==> config.mk <==
export PLATFORM = sky130hd
export DESIGN_NAME = mem_bus_arbiter
export DESIGN_NICKNAME = d
export VERILOG_FILES = /design/src/rtl/mem_bus_arbiter.sv
export SDC_FILE = /design/constraint.sdc
export NUM_CORES = 1
export LEC_CHECK = 0
export ABC_AREA = 1
export BUFFER_PORTS_ARGS = -buffer_cell sky130_fd_sc_hd__buf_2
export CAP_MARGIN = 10
export CORE_AREA = 2 2 173 175
export CTS_CLUSTER_SIZE = 24
export DETAILED_ROUTE_END_ITERATION = 10
export DIE_AREA = 0 0 175 177
export PLACE_DENSITY_LB_ADDON = 0.12
export SLEW_MARGIN = 20
export SYNTH_ARGS = -nofsm -noshare
export SYNTH_HDL_FRONTEND = slang
export SYNTH_SLANG_ARGS = --single-unit
==> constraint.sdc <==
create_clock -name clock -period 2.3 [get_ports clock]
set_input_delay 0.575 -clock clock [delete_from_list [all_inputs] [get_ports clock]]
set_output_delay 0.575 -clock clock [all_outputs]
set_load 0.005 [all_outputs]
==> src/rtl/mem_bus_arbiter.sv <==
// mem_bus_arbiter
//   Shares one memory bus between an I-cache and a D-cache. The arbiter adds
//   no latency: the granted request is muxed straight onto proc2mem_*, and
//   returning data is steered back to the owner of its tag in the same cycle.
//   An owner table, indexed by tag, records which cache issued each
//   outstanding load.
//
// Configuration macro:
//   MEM_ARB_ROUND_ROBIN_EN  defined   -> the IDLE grant is round-robin between
//                                        the two caches.
//                           undefined -> fixed D-cache priority.
//
// Ports:
//   clock, reset                   clock; synchronous active-high reset
//   icache_command/addr            I-cache request (BUS_STORE is ignored)
//   dcache_command/addr/data       D-cache request
//   proc2mem_command/addr/data     request driven to memory
//   mem2proc_response/data/tag     memory acceptance tag, return data and tag
//   mem2icache_response/tag/data   responses steered to the I-cache
//   mem2dcache_response/tag/data   responses steered to the D-cache
//   arb_tag_error                  pulse: a returned tag had no owner, or an
//                                  accepted load overwrote a live entry
//   arb_state                      current FSM state (0 = IDLE, 1 = HOLD)
//
// Handshake: a requester holds command/addr/data stable until it sees a
// nonzero *_response. Memory accepts a request by driving a nonzero
// mem2proc_response in the same cycle the command is on the bus. A response
// of 0 means "not yet", and the grant is then held until acceptance.

`ifndef XLEN
`define XLEN 32
`endif

module mem_bus_arbiter #(
    parameter int TAG_W = 4
) (
    input  logic              clock,
    input  logic              reset,
    input  logic [1:0]        icache_command,
    input  logic [`XLEN-1:0]  icache_addr,
    input  logic [1:0]        dcache_command,
    input  logic [`XLEN-1:0]  dcache_addr,
    input  logic [63:0]       dcache_data,
    output logic [1:0]        proc2mem_command,
    output logic [`XLEN-1:0]  proc2mem_addr,
    output logic [63:0]       proc2mem_data,
    input  logic [TAG_W-1:0]  mem2proc_response,
    input  logic [63:0]       mem2proc_data,
    input  logic [TAG_W-1:0]  mem2proc_tag,
    output logic [TAG_W-1:0]  mem2icache_response,
    output logic [TAG_W-1:0]  mem2icache_tag,
    output logic [63:0]       mem2icache_data,
    output logic [TAG_W-1:0]  mem2dcache_response,
    output logic [TAG_W-1:0]  mem2dcache_tag,
    output logic [63:0]       mem2dcache_data,
    output logic              arb_tag_error,
    output logic              arb_state
);

    localparam logic [1:0] BUS_NONE  = 2'd0;
    localparam logic [1:0] BUS_LOAD  = 2'd1;
    localparam logic [1:0] BUS_STORE = 2'd2;
    localparam int         NUM_TAGS  = 1 << TAG_W;

    typedef enum logic {S_IDLE = 1'b0, S_HOLD = 1'b1} state_t;

    state_t               state_q, state_d;
    logic                 grant_q, grant_d;       // 1 = I-cache, 0 = D-cache
    logic [NUM_TAGS-1:0]  owner_valid_q;
    logic [NUM_TAGS-1:0]  owner_icache_q;         // 1 = entry owned by I-cache

    logic [1:0]           icmd;
    logic                 dreq, ireq;
    logic                 sel_icache, active;
    logic [1:0]           cmd_sel;
    logic                 accepted, accept_load;
    logic                 ret_hit, ret_miss, overwrite_err;

    // The I-cache never writes, so a store from it is not a request.
    assign icmd = (icache_command == BUS_STORE) ? BUS_NONE : icache_command;
    assign dreq = (dcache_command != BUS_NONE);
    assign ireq = (icmd != BUS_NONE);

`ifdef MEM_ARB_ROUND_ROBIN_EN
    logic rr_q;                                   // 1 = I-cache preferred next
    always_ff @(posedge clock) begin
        if (reset) begin
            rr_q <= 1'b0;
        end else if (accepted) begin
            rr_q <= ~sel_icache;
        end
    end
`endif

    // Grant selection. In HOLD the registered grant is kept even when the
    // other cache requests; if the held requester drops its command the bus
    // goes quiet and the FSM falls back to IDLE.
    always_comb begin
        sel_icache = 1'b0;
        active     = 1'b0;
        if (state_q == S_HOLD) begin
            sel_icache = grant_q;
            active     = grant_q ? ireq : dreq;
        end else begin
`ifdef MEM_ARB_ROUND_ROBIN_EN
            sel_icache = (dreq && ireq) ? rr_q : ireq;
`else
            sel_icache = !dreq && ireq;
`endif
            active     = dreq || ireq;
        end
        if (reset) begin
            active = 1'b0;
        end
    end

    assign cmd_sel     = active ? (sel_icache ? icmd : dcache_command) : BUS_NONE;
    assign accepted    = active && (mem2proc_response != '0);
    assign accept_load = accepted && (cmd_sel == BUS_LOAD);

    assign proc2mem_command = cmd_sel;
    assign proc2mem_addr    = !active ? '0 : (sel_icache ? icache_addr : dcache_addr);
    assign proc2mem_data    = (active && !sel_icache) ? dcache_data : 64'd0;

    assign mem2icache_response = (active &&  sel_icache) ? mem2proc_response : '0;
    assign mem2dcache_response = (active && !sel_icache) ? mem2proc_response : '0;

    // Tag return path.
    assign ret_hit  = !reset && (mem2proc_tag != '0) &&  owner_valid_q[mem2proc_tag];
    assign ret_miss = !reset && (mem2proc_tag != '0) && !owner_valid_q[mem2proc_tag];

    // Reusing a tag that is being returned in the same cycle is legal;
    // only a live entry that survives this cycle counts as an overwrite.
    assign overwrite_err = accept_load && owner_valid_q[mem2proc_response] &&
                           !(ret_hit && (mem2proc_tag == mem2proc_response));
    assign arb_tag_error = ret_miss || overwrite_err;

    assign mem2icache_tag  = (ret_hit &&  owner_icache_q[mem2proc_tag]) ? mem2proc_tag  : '0;
    assign mem2icache_data = (ret_hit &&  owner_icache_q[mem2proc_tag]) ? mem2proc_data : 64'd0;
    assign mem2dcache_tag  = (ret_hit && !owner_icache_q[mem2proc_tag]) ? mem2proc_tag  : '0;
    assign mem2dcache_data = (ret_hit && !owner_icache_q[mem2proc_tag]) ? mem2proc_data : 64'd0;

    always_comb begin
        state_d = S_IDLE;
        grant_d = grant_q;
        if (active && (mem2proc_response == '0)) begin
            state_d = S_HOLD;
            grant_d = sel_icache;
        end
    end

    assign arb_state = (state_q == S_HOLD);

    always_ff @(posedge clock) begin
        if (reset) begin
            state_q <= S_IDLE;
            grant_q <= 1'b0;
        end else begin
            state_q <= state_d;
            grant_q <= grant_d;
        end
    end

    // Owner table: the clear comes first so that a same-cycle reuse of the
    // returning tag leaves the entry valid with its new owner.
    always_ff @(posedge clock) begin
        if (reset) begin
            owner_valid_q  <= '0;
            owner_icache_q <= '0;
        end else begin
            if (ret_hit) begin
                owner_valid_q[mem2proc_tag] <= 1'b0;
            end
            if (accept_load) begin
                owner_valid_q[mem2proc_response]  <= 1'b1;
                owner_icache_q[mem2proc_response] <= sel_icache;
            end
        end
    end

endmodule

; ---- Word level (Yosys, flattened, before mapping)
; Cells that the tools add are included.
[classes]
order_cmp = 4
eq_ne = 3
mux = 31
n_bitwise = 3
reduce_logical = 29
[op_table]
columns = op, count
row1 = two-way mux 64 bit, 3
row2 = two-way mux 32 bit, 2
row3 = two-way mux 16 bit, 3
row4 = AND 16 bit, 1
row5 = bitwise mux 16 bit, 1
row6 = logical AND 1 bit, 16
row7 = two-way mux 4 bit, 4
row8 = inverter 16 bit, 1
row9 = bitwise OR 16 bit, 1
row10 = binary-select mux 1 bit (select 4 bit), 3
row11 = "< comparator 4 x 5 -> 1 bit, second input constant", 2
row12 = two-way mux 1 bit, 10
row13 = demux 1 bit (select 4 bit), 2
row14 = "greater-or-equal comparator 4 x 1 -> 1 bit, second input constant", 2
row15 = nonzero test 4 bit, 2
row16 = logical NOT 1 bit, 6
row17 = two-way mux 2 bit, 3
row18 = == test 4 bit, 1
row19 = logical NOT 4 bit, 1
row20 = nonzero test 2 bit, 2
row21 = "== test 2 x 1 -> 1 bit, second input constant", 1
row22 = "== test 2 bit, second input constant", 1
row23 = logical OR 1 bit, 2
[totals]
register_bits = 34
inputBits = 206
out_inout_bits = 244
wordCells = 74

; ---- Longest topological paths before layout
; Gate-level depths: netlist of run 1.
[depth]
word_depth = 12
ltp_mapped = 14
ltp_nobuf = 12

; ---- Worst setup path after synthesis of run 1
; Ideal clock, no wire load.
[synth_timing]
kind = input port to output port
from = input mem2proc_tag[1]
to = output mem2dcache_data[43]
t_arrival_ns = 1.785
required_time_ns = 1.725
slack_ns = -0.060
path_stages = 12
n_path_buf = 3
cell_sequence = buf_6 inv_2 nor2_1 inv_2 o22ai_1 o21ai_1 nand2_1 nor2_1 nand2_2 buf_4 buf_6 nor2_1
[synth_between]
elab_chain_cells = 5
word_cells_on_any_way = 10
cone_classes = mux (5) / reduce/logical (5)
[synth_rtl]
columns = item, line_no
row1 = from (decl), 49  ; input logic [TAG_W-1:0] mem2proc_tag,
row2 = binary-select mux 1 bit (select 4 bit) (tied with other cells), 129  ; assign ret_hit = !reset && (mem2proc_tag != '0) && owner_valid_q[mem2proc_tag];
row3 = two-way mux 1 bit (not written as such) (tied with other cells), 129
row4 = logical AND 1 bit or logical NOT 1 bit (tied branches), "129, 141"
row5 = logical AND 1 bit *, 141  ; assign mem2dcache_data = (ret_hit && !owner_icache_q[mem2proc_tag]) ? mem2proc_data : 64'd0;
row6 = two-way mux 64 bit *, 141
row7 = to (decl), 55  ; output logic [63:0] mem2dcache_data,
; Mark *: on every way between the ends. The rest lies on a longest branch, timed or not. The select of a mux whose other input is x is not followed.

; ---- Worst setup path in the final report of run 1
[layout_timing]
from = input mem2proc_tag[1]
to = output mem2icache_data[29]
[layout_between]
elab_chain_cells = 5
word_cells_on_any_way = 9
cone_classes = mux (5) / reduce/logical (4)
[layout_rtl]
columns = item, line_no
row1 = binary-select mux 1 bit (select 4 bit) or nonzero test 4 bit (tied branches), 129
row2 = two-way mux 1 bit (not written as such) or logical AND 1 bit (tied branches), 129
row3 = logical AND 1 bit, 129
row4 = logical AND 1 bit *, 139  ; assign mem2icache_data = (ret_hit && owner_icache_q[mem2proc_tag]) ? mem2proc_data : 64'd0;
row5 = two-way mux 64 bit *, 139
row6 = to (decl), 52  ; output logic [63:0] mem2icache_data,
; Marked as above.

==> flow_summary_export.csv, run 1 <==
group,metric,value,unit
cells_and_area,area.growth.synth_to_final,132,%
setup_path,crit_slowest_cell,"buf_6",
drt,avgViaCountPerCell,3.99,
die,pin_count,450,
synth,ys_top_cells_by_count,"259 x nor2_1, 168 x inv_1, 121 x nand2_1",
setup_path,worstPathMaxFanout,8,
sta,slew_violations,0,
placement,dp_slack,-0.528,ns
die,core,29200,sq um
sta,slew_headroom,0.698,
synth,yosys_register_bits,34,
die,num_rows,63,
synth,avgSynthCellArea,4.91,sq um
clocking,clock_tree.root_cell,"clkbuf_16",
placement,dp.cells,1683,
placement,placement.io_buffers,449,
setup_path,path_buf_inv,9,
power_and_ir_drop,power,2290,uW
power_and_ir_drop,clkPwrFrac,0.282,
clocking,cts_sinks,34,
power_and_ir_drop,leakagePower,0.00525,uW
global_routing,grt_max_degree,58,
sta,clock-skew-final,0.00453,ns
setup_path,cp.required,1.73,ns
setup_path,critPathTopFamily,"buffers and inverters",
drt,postRouteAntennaNets,0,
synth,syn_area,4030,sq um
sta,min_period_over_period,1.19,
global_routing,grt_use_total,0.165,
placement,routabilityCongestion,0.846,
synth,synthesis.instances,820,
drt,drt-total-wl,28.7,mm
setup_path,crit_type,"input pin to output pin",
clocking,cts_buffer_depth,2,
global_routing,grt_pass1_vias,6635,
setup_path,end_kind,"output pin",
status,status,"finished with violations",
cells_and_area,fin_util,0.319,
sta,max_clock_freq,0.366,GHz
clocking,h-tree-depth,2,
power_and_ir_drop,intPower,1480,uW
cells_and_area,fillers,3302,
clocking,cts_tree,"done",
synth,synthFlopType,"dfxtp_1",
cells_and_area,final_nets,1554,
power_and_ir_drop,p_seq_frac,0.262,
clocking,insertion_delay,0.28,ns
run,drv_cap,0,
sta,finalSetupViolCount,147,
sta,setup_ws,-0.431,ns
synth,synth.yosys.seq_area_share,0.169,
die,die_y,177,um
cells_and_area,finalNonFillerCells,1745,
setup_path,cpPeakStageDelay,0.16,ns
synth,synth_edf_count,0,
drt,dr.first_iter.drc_count,313,
drt,wire_per_inst,16.5,um
sta,hold_viol,0,
synth,syn-num-nets,1026,
synth,ys_types,26,
setup_path,critPathLaunchType,"input pin",
global_routing,grt_overflow,0,
sta,rsz0062_at_grt,"yes",
power_and_ir_drop,powerDensity,245,nW/um^2
sta,period_minus_slack,2.73,ns
power_and_ir_drop,switchingPower,810,uW
die,die_area,31000,sq um
status,violations,"negative setup slack",
min_path,min_path_type,"flop to flop",
synth,synth.top_cell.area_share,0.242,
synth,synthArstFlopShare,0,
synth,synth_most_common_cell,"nor2_1",
power_and_ir_drop,netSwitchingFraction,0.354,
global_routing,antenna_found_initial,6,
cells_and_area,drive_gt1_frac,0.585,
power_and_ir_drop,irDropWorstVdd,197,uV
clocking,path_clk_slew,0.06,ns
synth,synth.area.top_cells,"nor2_1 24%, dfxtp_1 17%, inv_1 16%",
drt,route.detailed.drc,0,
die,die_w,175,um
sta,worst_pin_slew,0.452,ns
drt,vias,6969,
setup_path,cp.arrival,2.16,ns
synth,yosysTopAreaCell,"nor2_1",
synth,yosysWarnings,0,
power_and_ir_drop,combPwrFrac,0.456,
global_routing,grt_pass1_wl,39.7,mm
setup_path,crit_chain,"buf_12 -> clkinv_4 -> nor2_2 -> inv_2 -> buf_4 -> o22ai_2 -> o21ai_2 -> nand2_2 -> buf_6 -> o21ai_4 -> buf_6 -> buf_12 -> buf_16 -> nor2_2 -> buf_2",
placement,hpwl,22.1,mm
clocking,cts_buffers,5,
drt,firstDrtPassIters,4,
die,start_util,0.138,
-- power groups by stage --
stage / sequential (uW) / combinational, uW / clock [uW]
after CTS: 600 / 835 / 668
after global placement: 613 / 803 / 0
after detailed placement: 613 / 800 / 0
final: 599 / 1040 / 644
after global routing: 599 / 1140 / 685
after floorplan: 611 / 325 / 0
-- timing repair --
item                                    4_1_cts  5_1_grt
gates cloned                                  9       14
pin swaps                                     4       28
hold buffers                                  0        0
resized for setup                            65      292
setup buffers                                15       15
endpoints found under the setup margin      225      242
-- stage by stage --
step / instance area [sq um] / hold slack, ns / TNS [ns]
6_report: 9330 / 0.469 / -50.81
5_1_grt: 9320 / 0.503 / -64.61
4_1_cts: 7930 / 0.477 / -48.36
3_5_place_dp: 7160 / 0.462 / -62.38
3_3_place_gp: 7160 / 0.466 / -55.44
2_1_floorplan: 4060 / 0.410 / -0.137
-- layout make-up --
cell class | count | area (sq um) | area share
diodes | 7 | 17.5 | 0.00188
clock buffers | 7 | 133 | 0.0142
inverters | 173 | 672 | 0.0720
multi-input cells | 567 | 3390 | 0.364
flip-flops and latches | 34 | 688 | 0.0738
well taps | 390 | 488 | 0.0523
repair buffers | 567 | 3940 | 0.422
-- tightest hold or removal path: stages (launching register included) --
cell and delay, ns:
dfxtp_1 0.34, inv_1 0.06, nor2_1 0.03
-- sequential cells by signal, indices dropped and copies added, names as in the netlist --
name,count
owner_icache_q,16
owner_valid_q,16
arb_state,1
grant_q,1
-- path summary, 6_finish.rpt --
| check | end | slack (ns) | start | cells after the start |
|---|---|---|---|---|
| worst min-delay path | owner_valid_q[0] | 0.47 | owner_valid_q[0] | 2 |
| worst max-delay path | mem2icache_data[29] | -0.43 | mem2proc_tag[1] | 15 |
| worst min register to register | owner_valid_q[0] | 0.47 | owner_valid_q[0] | 2 |
| worst max register to register | owner_icache_q[1] | 0.66 | arb_state | 9 |
-- cells by family (layout without fill, tap and decap cells) --
kind of cell | Yosys count | after routing | synth area share
AO/OA/AOI/OAI | 100 | 100 | 0.134
XOR/XNOR | 2 | 2 | 0.00435
buffers and inverters | 220 | 747 | 0.223
flip-flops | 34 | 34 | 0.169
AND/OR/NAND/NOR | 464 | 465 | 0.469
other | 0 | 7 | 0
-- cells in the final DEF, fill, tap and decap left out, types with 3 or more instances in the layout --
| cell type | instances |
|---|---|
| a21oi_1 | 60 |
| a21oi_2 | 4 |
| buf_12 | 22 |
| buf_16 | 8 |
| buf_2 | 430 |
| buf_4 | 63 |
| buf_6 | 27 |
| buf_8 | 8 |
| clkbuf_16 | 14 |
| dfxtp_1 | 32 |
| diode_2 | 7 |
| inv_1 | 163 |
| inv_2 | 6 |
| nand2_1 | 108 |
| nand2_2 | 11 |
| nand2_4 | 4 |
| nand3_1 | 49 |
| nand4_1 | 16 |
| nor2_1 | 108 |
| nor2_2 | 91 |
| nor2_4 | 71 |
| o21ai_0 | 15 |
| o21ai_2 | 7 |
| o22a_1 | 3 |
| o22ai_2 | 7 |
-- routing by layer --
metal | GRT usage | wire length [um] | vias to the layer above
met1 | 0.182 | 10800 | 3113
met2 | 0.320 | 15400 | 297
met5 | 0 | 0 | -
li1 | - | - | 3525
met3 | 0.0271 | 1740 | 34
met4 | 0.0563 | 697 | 0
(Power assumes the default switching activity.)
==> inputs of run 2 (changes only) <==
- RECOVER_POWER: not set -> 25
==> flow_summary_export.csv, run 2 (synthesis results as in run 1) <==
group,metric,value,unit
status,status,"finished with violations",
status,violations,"negative setup slack",
cells_and_area,top_regs,"owner_icache_q: 16 flops, owner_valid_q: 16 flops",
clocking,cts_buffer_depth,2,
cells_and_area,layout_commonest_cell,"buf_2",
sta,slew_headroom,0.502,
sta,hold_viol,0,
setup_path,crit_type,"input pin to output pin",
drt,drt-total-wl,28.8,mm
clocking,clock_tree.root_cell,"clkbuf_16",
drt,route.detailed.drc,0,
min_path,holdPathEnd,"owner_valid_q[0]",
clocking,cts_tree,"done",
sta,clock-skew-final,0.00458,ns
cells_and_area,drive_gt1_frac,0.581,
die,start_util,0.138,
drt,postRouteAntennaNets,0,
global_routing,grt_max_degree,58,
setup_path,cp.arrival,2.15,ns
sta,rsz0062_at_grt,"yes",
power_and_ir_drop,irDropWorstVdd,197,uV
global_routing,grt_pass1_vias,6635,
die,die_w,175,um
placement,routabilityCongestion,0.846,
drt,dr.first_iter.drc_count,319,
cells_and_area,fin_util,0.318,
min_path,hold_depth,2,
power_and_ir_drop,powerDensity,245,nW/um^2
sta,max_clock_freq,0.367,GHz
drt,wire_per_inst,16.5,um
power_and_ir_drop,leakagePower,0.00524,uW
placement,hpwl,22.1,mm
setup_path,r2r-start,"owner_valid_q[12]",
die,core,29200,sq um
cells_and_area,fillers,3307,
clocking,h-tree-depth,2,
setup_path,end_kind,"output pin",
die,die_area,31000,sq um
setup_path,worstPathMaxFanout,8,
global_routing,grt_use_total,0.165,
min_path,min_from,"owner_valid_q[0]",
setup_path,cp.required,1.73,ns
placement,placement.io_buffers,449,
clocking,cts_sinks,34,
die,num_rows,63,
cells_and_area,final_nets,1554,
placement,dp_slack,-0.528,ns
die,die_y,177,um
sta,worst_pin_slew,0.748,ns
min_path,min_path_type,"flop to flop",
sta,period_minus_slack,2.73,ns
sta,min_period_over_period,1.19,
cells_and_area,multi_input_area,3390,sq um
drt,vias,6979,
global_routing,grt_overflow,0,
setup_path,r2r_slack,0.33,ns
clocking,insertion_delay,0.28,ns
cells_and_area,area.growth.synth_to_final,131,%
cells_and_area,final_cell_mix,"429 x buf_2, 164 x inv_1, 108 x nand2_1, 108 x nor2_1, 91 x nor2_2",
sta,finalSetupViolCount,152,
cells_and_area,regArea,688,sq um
clocking,path_clk_slew,0.06,ns
setup_path,rr_worst_depth,12,
run,drv_cap,0,
drt,firstDrtPassIters,5,
global_routing,grt_pass1_wl,39.7,mm
sta,setup_ws,-0.427,ns
setup_path,reg2reg_to,"owner_valid_q[7]",
global_routing,antenna_found_initial,6,
sta,slew_violations,0,
setup_path,crit_start,"mem2proc_tag[1]",
drt,avgViaCountPerCell,4.00,
die,pin_count,450,
clocking,cts_buffers,5,
setup_path,critPathLaunchType,"input pin",
==> run 2: routing by layer <==
layer / routed length, um / part of all wire / GRT usage
met5: 0 / 0 / 0
met4: 712 / 0.025 / 0.0563
met3: 1720 / 0.060 / 0.0271
met2: 15500 / 0.54 / 0.320
met1: 10900 / 0.38 / 0.182
==> run 2: how the worst max path moves through the flow <==
stage                                     end  slack (ns)  cells past startpoint
final                     mem2icache_data[29]       -0.43                     15
after global routing      mem2dcache_data[45]       -0.50                     14
after CTS                 mem2icache_data[45]       -0.42                     17
after detailed placement  mem2icache_data[54]       -0.53                     12
after global placement    mem2icache_data[11]       -0.48                     12
after floorplan           mem2dcache_data[43]      -0.007                     12
==> run 2: report_power, final <==
part | internal, uW | switching (uW)
clock network | 396 | 248
logic | 483 | 557
registers | 594 | 4.87
==> run 2: through the flow <==
step | std cells | area [sq um] | setup TNS [ns] | hold WS, ns | power [uW]
6_report | 1745 | 9300 | -50.49 | 0.469 | 2280
5_1_grt | 1744 | 9300 | -65.70 | 0.503 | 2420
4_1_cts | 1714 | 7930 | -48.36 | 0.477 | 2100
3_5_place_dp | 1683 | 7160 | -62.38 | 0.462 | 1410
3_3_place_gp | 1683 | 7160 | -55.44 | 0.466 | 1420
2_1_floorplan | 820 | 4060 | -0.137 | 0.410 | 936
==> run 2: timing repair <==
action / CTS / global route
hold buffers: 0 / 0
cloned: 9 / 14
endpoints found under the setup margin: 225 / 242
gates resized for setup: 65 / 292
setup buffers: 15 / 15
pin swaps: 4 / 28
==> run 2: layout make-up <==
| type | instances | share of cell area |
|---|---|---|
| clock buffers | 7 | 0.0143 |
| multi-input cells | 567 | 0.365 |
| repair buffers | 567 | 0.420 |
| diodes | 7 | 0.00188 |
| well taps | 390 | 0.0525 |
| inverters | 173 | 0.0722 |
| flip-flops and latches | 34 | 0.0740 |
==> run 2: critical path: stages <==
cell	delay (ns)
buf_12	0.12
clkinv_4	0.04
nor2_2	0.03
inv_2	0.10
buf_4	0.13
o22ai_2	0.05
o21ai_2	0.14
nand2_2	0.10
buf_6	0.13
o21ai_4	0.14
buf_6	0.16
buf_12	0.12
buf_16	0.14
nor2_2	0.04
buf_2	0.13
